--- config.mk ---
export PLATFORM = sky130hd
export DESIGN_NAME = if_id_register
export DESIGN_NICKNAME = d
export VERILOG_FILES = /design/src/rtl/if_id_register.sv
export SDC_FILE = /design/constraint.sdc
export NUM_CORES = 1
export LEC_CHECK = 0
export BUFFER_PORTS_ARGS = -buffer_cell sky130_fd_sc_hd__buf_2
export CAP_MARGIN = 30
export CORE_MARGIN = 3
export CORE_UTILIZATION = 54
export CTS_CLUSTER_SIZE = 16
export DETAILED_ROUTE_END_ITERATION = 10
export PLACE_DENSITY = 0.86
export SYNTH_ARGS = -nofsm -noshare
export SYNTH_HDL_FRONTEND = slang
export SYNTH_SLANG_ARGS = --single-unit
--- constraint.sdc ---
create_clock -name clock -period 5.2 [get_ports clock]
set_clock_uncertainty 0.15 [all_clocks]
set_input_delay 0.78 -clock clock [delete_from_list [all_inputs] [get_ports clock]]
set_output_delay 0.78 -clock clock [all_outputs]
set_load 0.01 [all_outputs]
--- src/rtl/if_id_register.sv ---
// if_id_register: fetch-to-decode pipeline register for the five-stage MIPS core.
// Latches the fetched word and its PC for decode, owns the multi-cycle freeze
// countdown shared with the program counter, squashes the fetched word on a
// taken branch/jump, and counts valid instructions delivered to decode.
//
// Ports:
//   clock          rising-edge clock
//   reset          synchronous, active-high
//   if_pc          PC of the word being fetched this cycle
//   if_instr       instruction memory read data for if_pc (same cycle)
//   stall_request  cycles to freeze fetch (0 = no stall), from the hazard unit
//   flush          taken branch/jump resolved this cycle
//   freeze         to the program counter; nonzero = hold PC (combinational)
//   id_valid       id_instr is a real instruction, not a bubble
//   id_pc          PC of the latched instruction
//   id_instr       latched instruction word
//   id_pc_plus4    id_pc + 4, registered
//   fetch_count    valid instructions latched since reset (wraps)
module if_id_register #(
  parameter logic [31:0] RESET_PC    = 32'h0000_3000,
  parameter logic [31:0] NOP_WORD    = 32'h0000_0000,
  parameter int          COUNT_WIDTH = 3
) (
  input  logic                   clock,
  input  logic                   reset,
  input  logic [31:0]            if_pc,
  input  logic [31:0]            if_instr,
  input  logic [COUNT_WIDTH-1:0] stall_request,
  input  logic                   flush,
  output logic [COUNT_WIDTH-1:0] freeze,
  output logic                   id_valid,
  output logic [31:0]            id_pc,
  output logic [31:0]            id_instr,
  output logic [31:0]            id_pc_plus4,
  output logic [31:0]            fetch_count
);

  localparam logic [COUNT_WIDTH-1:0] CNT_ZERO = '0;
  localparam logic [COUNT_WIDTH-1:0] CNT_ONE  = COUNT_WIDTH'(1);
  localparam logic [31:0]            PC_STEP  = 32'd4;

  // freeze_cnt holds the number of hold edges still owed AFTER the current
  // one. A request of N therefore loads N-1, so a one-cycle stall never
  // leaves the counter nonzero.
  logic [COUNT_WIDTH-1:0] freeze_cnt;
  logic                   freeze_active;
  logic                   new_request;
  logic                   hold;
  logic [31:0]            if_pc_plus4;

  assign freeze_active = (freeze_cnt != CNT_ZERO);
  // A fresh request is only honoured when no freeze is in progress; requests
  // arriving mid-freeze are dropped rather than accumulated.
  assign new_request   = !freeze_active && (stall_request != CNT_ZERO);
  assign hold          = freeze_active || new_request;

  // The program counter must see the hold in the same cycle the hazard unit
  // raises it, so freeze bypasses the counter when it is idle.
  assign freeze = freeze_active ? freeze_cnt : stall_request;

  assign if_pc_plus4 = if_pc + PC_STEP;

  always_ff @(posedge clock) begin
    if (reset) begin
      id_valid    <= 1'b0;
      id_pc       <= RESET_PC;
      id_instr    <= NOP_WORD;
      id_pc_plus4 <= RESET_PC + PC_STEP;
      freeze_cnt  <= CNT_ZERO;
      fetch_count <= 32'd0;
    end else if (flush) begin
      // Bubble carries the fetch PC so decode still sees a coherent PC.
      // Any pending or newly requested freeze is cancelled.
      id_valid    <= 1'b0;
      id_pc       <= if_pc;
      id_instr    <= NOP_WORD;
      id_pc_plus4 <= if_pc_plus4;
      freeze_cnt  <= CNT_ZERO;
    end else if (hold) begin
      if (freeze_active) begin
        freeze_cnt <= freeze_cnt - CNT_ONE;
      end else begin
        freeze_cnt <= stall_request - CNT_ONE;
      end
    end else begin
      id_valid    <= 1'b1;
      id_pc       <= if_pc;
      id_instr    <= if_instr;
      id_pc_plus4 <= if_pc_plus4;
      fetch_count <= fetch_count + 32'd1;
    end
  end

endmodule

## Word level (Yosys, flattened, before mapping)

Cells that the tools add are included.

- Add/subtract/negate cells: 4
- Eq/ne operators: 1
- Multiplexer cells: 6
- Bitwise operators: 2
- Reduce and logical (&&, ||, !) cells: 7

Operator list:

| cell | count |
|---|---|
| 32-bit two-way mux | 4 |
| 32-bit by 1-bit adder with 32-bit output (second input constant) | 1 |
| 32-bit by 3-bit adder with 32-bit output (second input constant) | 1 |
| 3-bit two-way mux | 2 |
| 3-bit nonzero test | 2 |
| 3-bit by 1-bit subtractor with 3-bit output (second input constant) | 2 |
| 2-bit inequality test (second input constant) | 1 |
| 1-bit inverter | 2 |
| 2-bit AND reduction | 1 |
| 2-bit OR reduction | 1 |
| 1-bit logical AND | 1 |
| 1-bit zero test | 1 |
| 1-bit logical OR | 1 |

- Bits in registers: 132
- Output and inout bits: 132
- Word-level logic and storage cells: 26

## Logic depth before layout (Yosys ltp)

- Word-level depth: 6
- Mapped depth: 7

## Least setup slack after synthesis

Ideal clock, no wire load.

- Path kind: input to register
- Start point: input port stall_request[0]
- End point: register fetch_count[29]
- Data arrival time: 2.367 ns
- Data required time: 4.929 ns
- Path slack: 2.563 ns
- Cell stages on the path: 5
- Path buffers: 1
- Cell sequence: or4_4 > or3_4 > buf_6 > nor4_1 > mux2_2

- Longest elaborated chain between the ends: 5

Ends and longest elaborated chain:

| what | RTL line | source |
|---|---|---|
| from (decl) | 28 | `input logic [COUNT_WIDTH-1:0] stall_request,` |
| 3-bit nonzero test | 54 | `assign new_request = !freeze_active && (stall_request != CNT_ZERO);` |
| 1-bit logical AND | 54 |  |
| 1-bit logical OR | 55 | `assign hold = freeze_active \|\| new_request;` |
| 1-bit inverter (no line) | -- |  |
| 2-bit AND reduction (no line) | -- |  |
| to (signal assigned) | 90 | `fetch_count <= fetch_count + 32'd1;` |
| to (decl) | 35 | `output logic [31:0] fetch_count` |

Every way passes these cells.
A chain may end at the register's enable or synchronous reset.

## Worst setup path in the final report

- Start point: register freeze_cnt[1]
- End point: register id_pc_plus4[10]

- Longest elaborated chain between the ends: 5

Ends and longest elaborated chain:

| what | RTL line | source |
|---|---|---|
| from (decl) | 45 | `logic [COUNT_WIDTH-1:0] freeze_cnt;` |
| from (signal assigned) | 81 | `freeze_cnt <= freeze_cnt - CNT_ONE;` |
| from (signal assigned) | 83 | `freeze_cnt <= stall_request - CNT_ONE;` |
| 3-bit nonzero test (*) | 51 | `assign freeze_active = (freeze_cnt != CNT_ZERO);` |
| 1-bit zero test | 54 |  |
| 1-bit logical AND | 54 |  |
| 1-bit logical OR (*) | 55 |  |
| 2-bit inequality test (no line) (*) | -- |  |
| to (signal assigned) | 68 | `id_pc_plus4 <= RESET_PC + PC_STEP;` |
| to (signal assigned) | 77 | `id_pc_plus4 <= if_pc_plus4;` |
| to (signal assigned) | 89 | `id_pc_plus4 <= if_pc_plus4;` |
| to (decl) | 34 | `output logic [31:0] id_pc_plus4,` |

Mark *: on every way between the ends. The rest lies on a longest branch, timed or not.

==> results.tsv <==
metric	value	unit
status	complete, no violations	
num_vias	5794	
groute.usage.overall	26.1	%
max-slew-margin-rel	32.1	%
synth_top_cell_area_share	45.9	%
ys_top_cells_by_area	dfxtp_1 46%, nand2_1 9.9%, a21oi_1 8.0%	
p_leak	3.05	nW
top_layer	met4	
n_antenna_cell	0	
cpPeakStageDelay	0.90	ns
post_cts_buffers	0	
crit_type	register to register	
cts_max_level	4	
drtIter0Drc	475	
synth_edf_count	0	
arrival	3.08	ns
drive_gt1_share	27.9	%
finalSetupViolCount	0	
maxCapViolCount	0	
seq_area_frac_synth	45.9	%
synth.distinct_cells	41	
route.detailed.drc	0	
max_slew.worst_pin.slew	1.02	ns
holdBufCountCts	0	
grt_pass1_wl	24.6	mm
insertion_delay	0.53	ns
reg2reg_slack	2.40	ns
ys.flop_type	dfxtp_1	
hold_viol	0	
cpLargestDelayFamily	compound AO/OA/AOI/OAI gates	
critPathCaptureType	register	
final_util	73.5	%
cts_tree	done	
startpoint	freeze_cnt[1]$_SDFFE_PP0P_	
finalPower	2.62	mW
async_flop_share	0	%
critPathMaxFanout	60	
clk_pin_slew_worst_paths	0.06	ns
dp_slack	1.86	ns
layout_common_cells	200 x buf_2, 149 x nand2_1, 130 x dfxtp_1	
regToRegStartpoint	freeze_cnt[1]$_SDFFE_PP0P_	
slew_viol_final	0	
dp.final_hpwl	10.8	mm
timing.final.crit_share	53.9	%
clock_path_buffers	2	
antenna_found_initial	0	
max_freq	0.357	GHz
ir_drop	186	uV
synth_seq_cells	130	
clock_sinks	130	
die_area	11800	um^2
wl	15.8	mm
drt-met1-wl	6.25	mm
ant_nets	0	
crit_path_cell_trace	nor4_4, a21o_2, buf_4, nor2_1, a211oi_1	
cp-start-kind	register	
final_nets	947	
placed_cell_area	6670	um^2
grt_max_degree	106	
power_density	356	nW/um^2
worstHoldStart	id_pc[15]$_SDFFE_PP0P_	
boundaryPins	202	
cp.required	5.48	ns
wl_met2	7.93	mm
grt_pass1_vias	5256	
portBuffers	201	
avgViaCountPerCell	5.69	
grt_overflow	0	
route.met3.wl	1.33	mm
syn2layout_area_growth	29.6	%
syn_avg_cell_area	8.09	um^2
initial_core_util	56.7	%
globalplace.congestion	0.830	
core	10000	um^2
synth_cells	701	
die_y	108	um
layout_commonest_cell	buf_2	
setup_tns	0	ns
post_cts_resized	0	
crit_path_top_delay_cell	a21o_2	
cts_root_buffer	clkbuf_8	
synthesis.area	5670	um^2
numCtsBuffers	17	
placementRows	36	
syn_nets	774	
synth_area_leader_cell	dfxtp_1	
grt_setup_unrepaired	false	
yosys_warnings	0	
postLayoutCellArea	7350	um^2
min_period	2.80	ns
wire_per_inst	15.5	um
dr.pass1.iters	7	
hold_class	register to register	
finalWorstSetupSlack	2.40	ns
cp.buffers_inverters	1	
die_x	108	um
power breakdown:
| part | switching [mW] | internal (mW) | leakage (nW) |
|---|---|---|---|
| registers | 0.0243 | 1.04 | 1.06 |
| logic | 0.160 | 0.0991 | 1.67 |
| clock network | 0.421 | 0.875 | 0.317 |
synth_stat cells (all sizes together), types with 3 or more instances:
| cell | n |
|---|---|
| ha | 3 |
| dfxtp | 130 |
| a211oi | 16 |
| xor2 | 7 |
| a21oi | 91 |
| a21o | 4 |
| or2 | 3 |
| inv | 9 |
| nand2 | 149 |
| nor3 | 13 |
| and3 | 3 |
| and4 | 8 |
| nor4 | 17 |
| o31ai | 25 |
| xnor2 | 12 |
| or4 | 28 |
| nand3 | 24 |
| buf | 10 |
| or3 | 12 |
| a311oi | 10 |
| nor2b | 4 |
| mux2 | 3 |
| nand4 | 16 |
| nor2 | 42 |
| nand3b | 3 |
| o21ai | 7 |
| clkbuf | 41 |
per-layer routing:
| metal | vias to the layer above | GRT usage (%) |
|---|---|---|
| met5 | - | 0 |
| met4 | 0 | 9.74 |
| li1 | 2873 | - |
| met2 | 245 | 45.1 |
| met1 | 2647 | 30.3 |
| met3 | 29 | 7.94 |
area by class of cell:
class	count	area, um^2
Multi-Input combinational cell	511	2840
Fill cell	771	2650
Sequential cell	130	2600
Timing Repair Buffer	205	1060
Clock buffer	22	473
Clock inverter	9	176
Tap cell	133	166
Inverter	9	33.8
state kept, by name, summed over array words and instances, names as in the netlist:
register / cells
fetch_count: 32
freeze_cnt: 3
id_instr: 32
id_pc: 32
id_pc_plus4: 30
id_valid: 1
cell families (layout without fill, tap and decap cells):
kind of cell | Yosys count | count (layout) | synth area share, %
mux | 5 | 5 | 0.949
compound gates | 161 | 161 | 17.3
simple gates | 323 | 323 | 27.9
buf+inv | 60 | 245 | 4.37
flops | 130 | 130 | 45.9
fa+ha+maj | 3 | 3 | 0.662
xor+xnor | 19 | 19 | 2.94
worst reg2reg max path: cells and delay by family (launching register included):
kind | cells | cell delay (ns)
compound gates | 2 | 1.12
simple gates | 2 | 0.63
buf+inv | 1 | 0.45
flops | 1 | 0.36
stage by stage:
step	hold slack, ns	cells
after global routing	0.318	1019
after detailed placement	0.293	987
after CTS	0.301	1018
final	0.299	1019
after floorplan	0.326	701
after global placement	0.286	987
worst paths after layout:
path                             endpoint  cells past startpoint
min                id_pc[15]$_SDFFE_PP0P_                      2
min reg2reg        id_pc[15]$_SDFFE_PP0P_                      2
max reg2reg  id_pc_plus4[10]$_SDFFE_PP0P_                      5
max          id_pc_plus4[10]$_SDFFE_PP0P_                      5
Note: power is estimated with default switching activity, not from simulation.
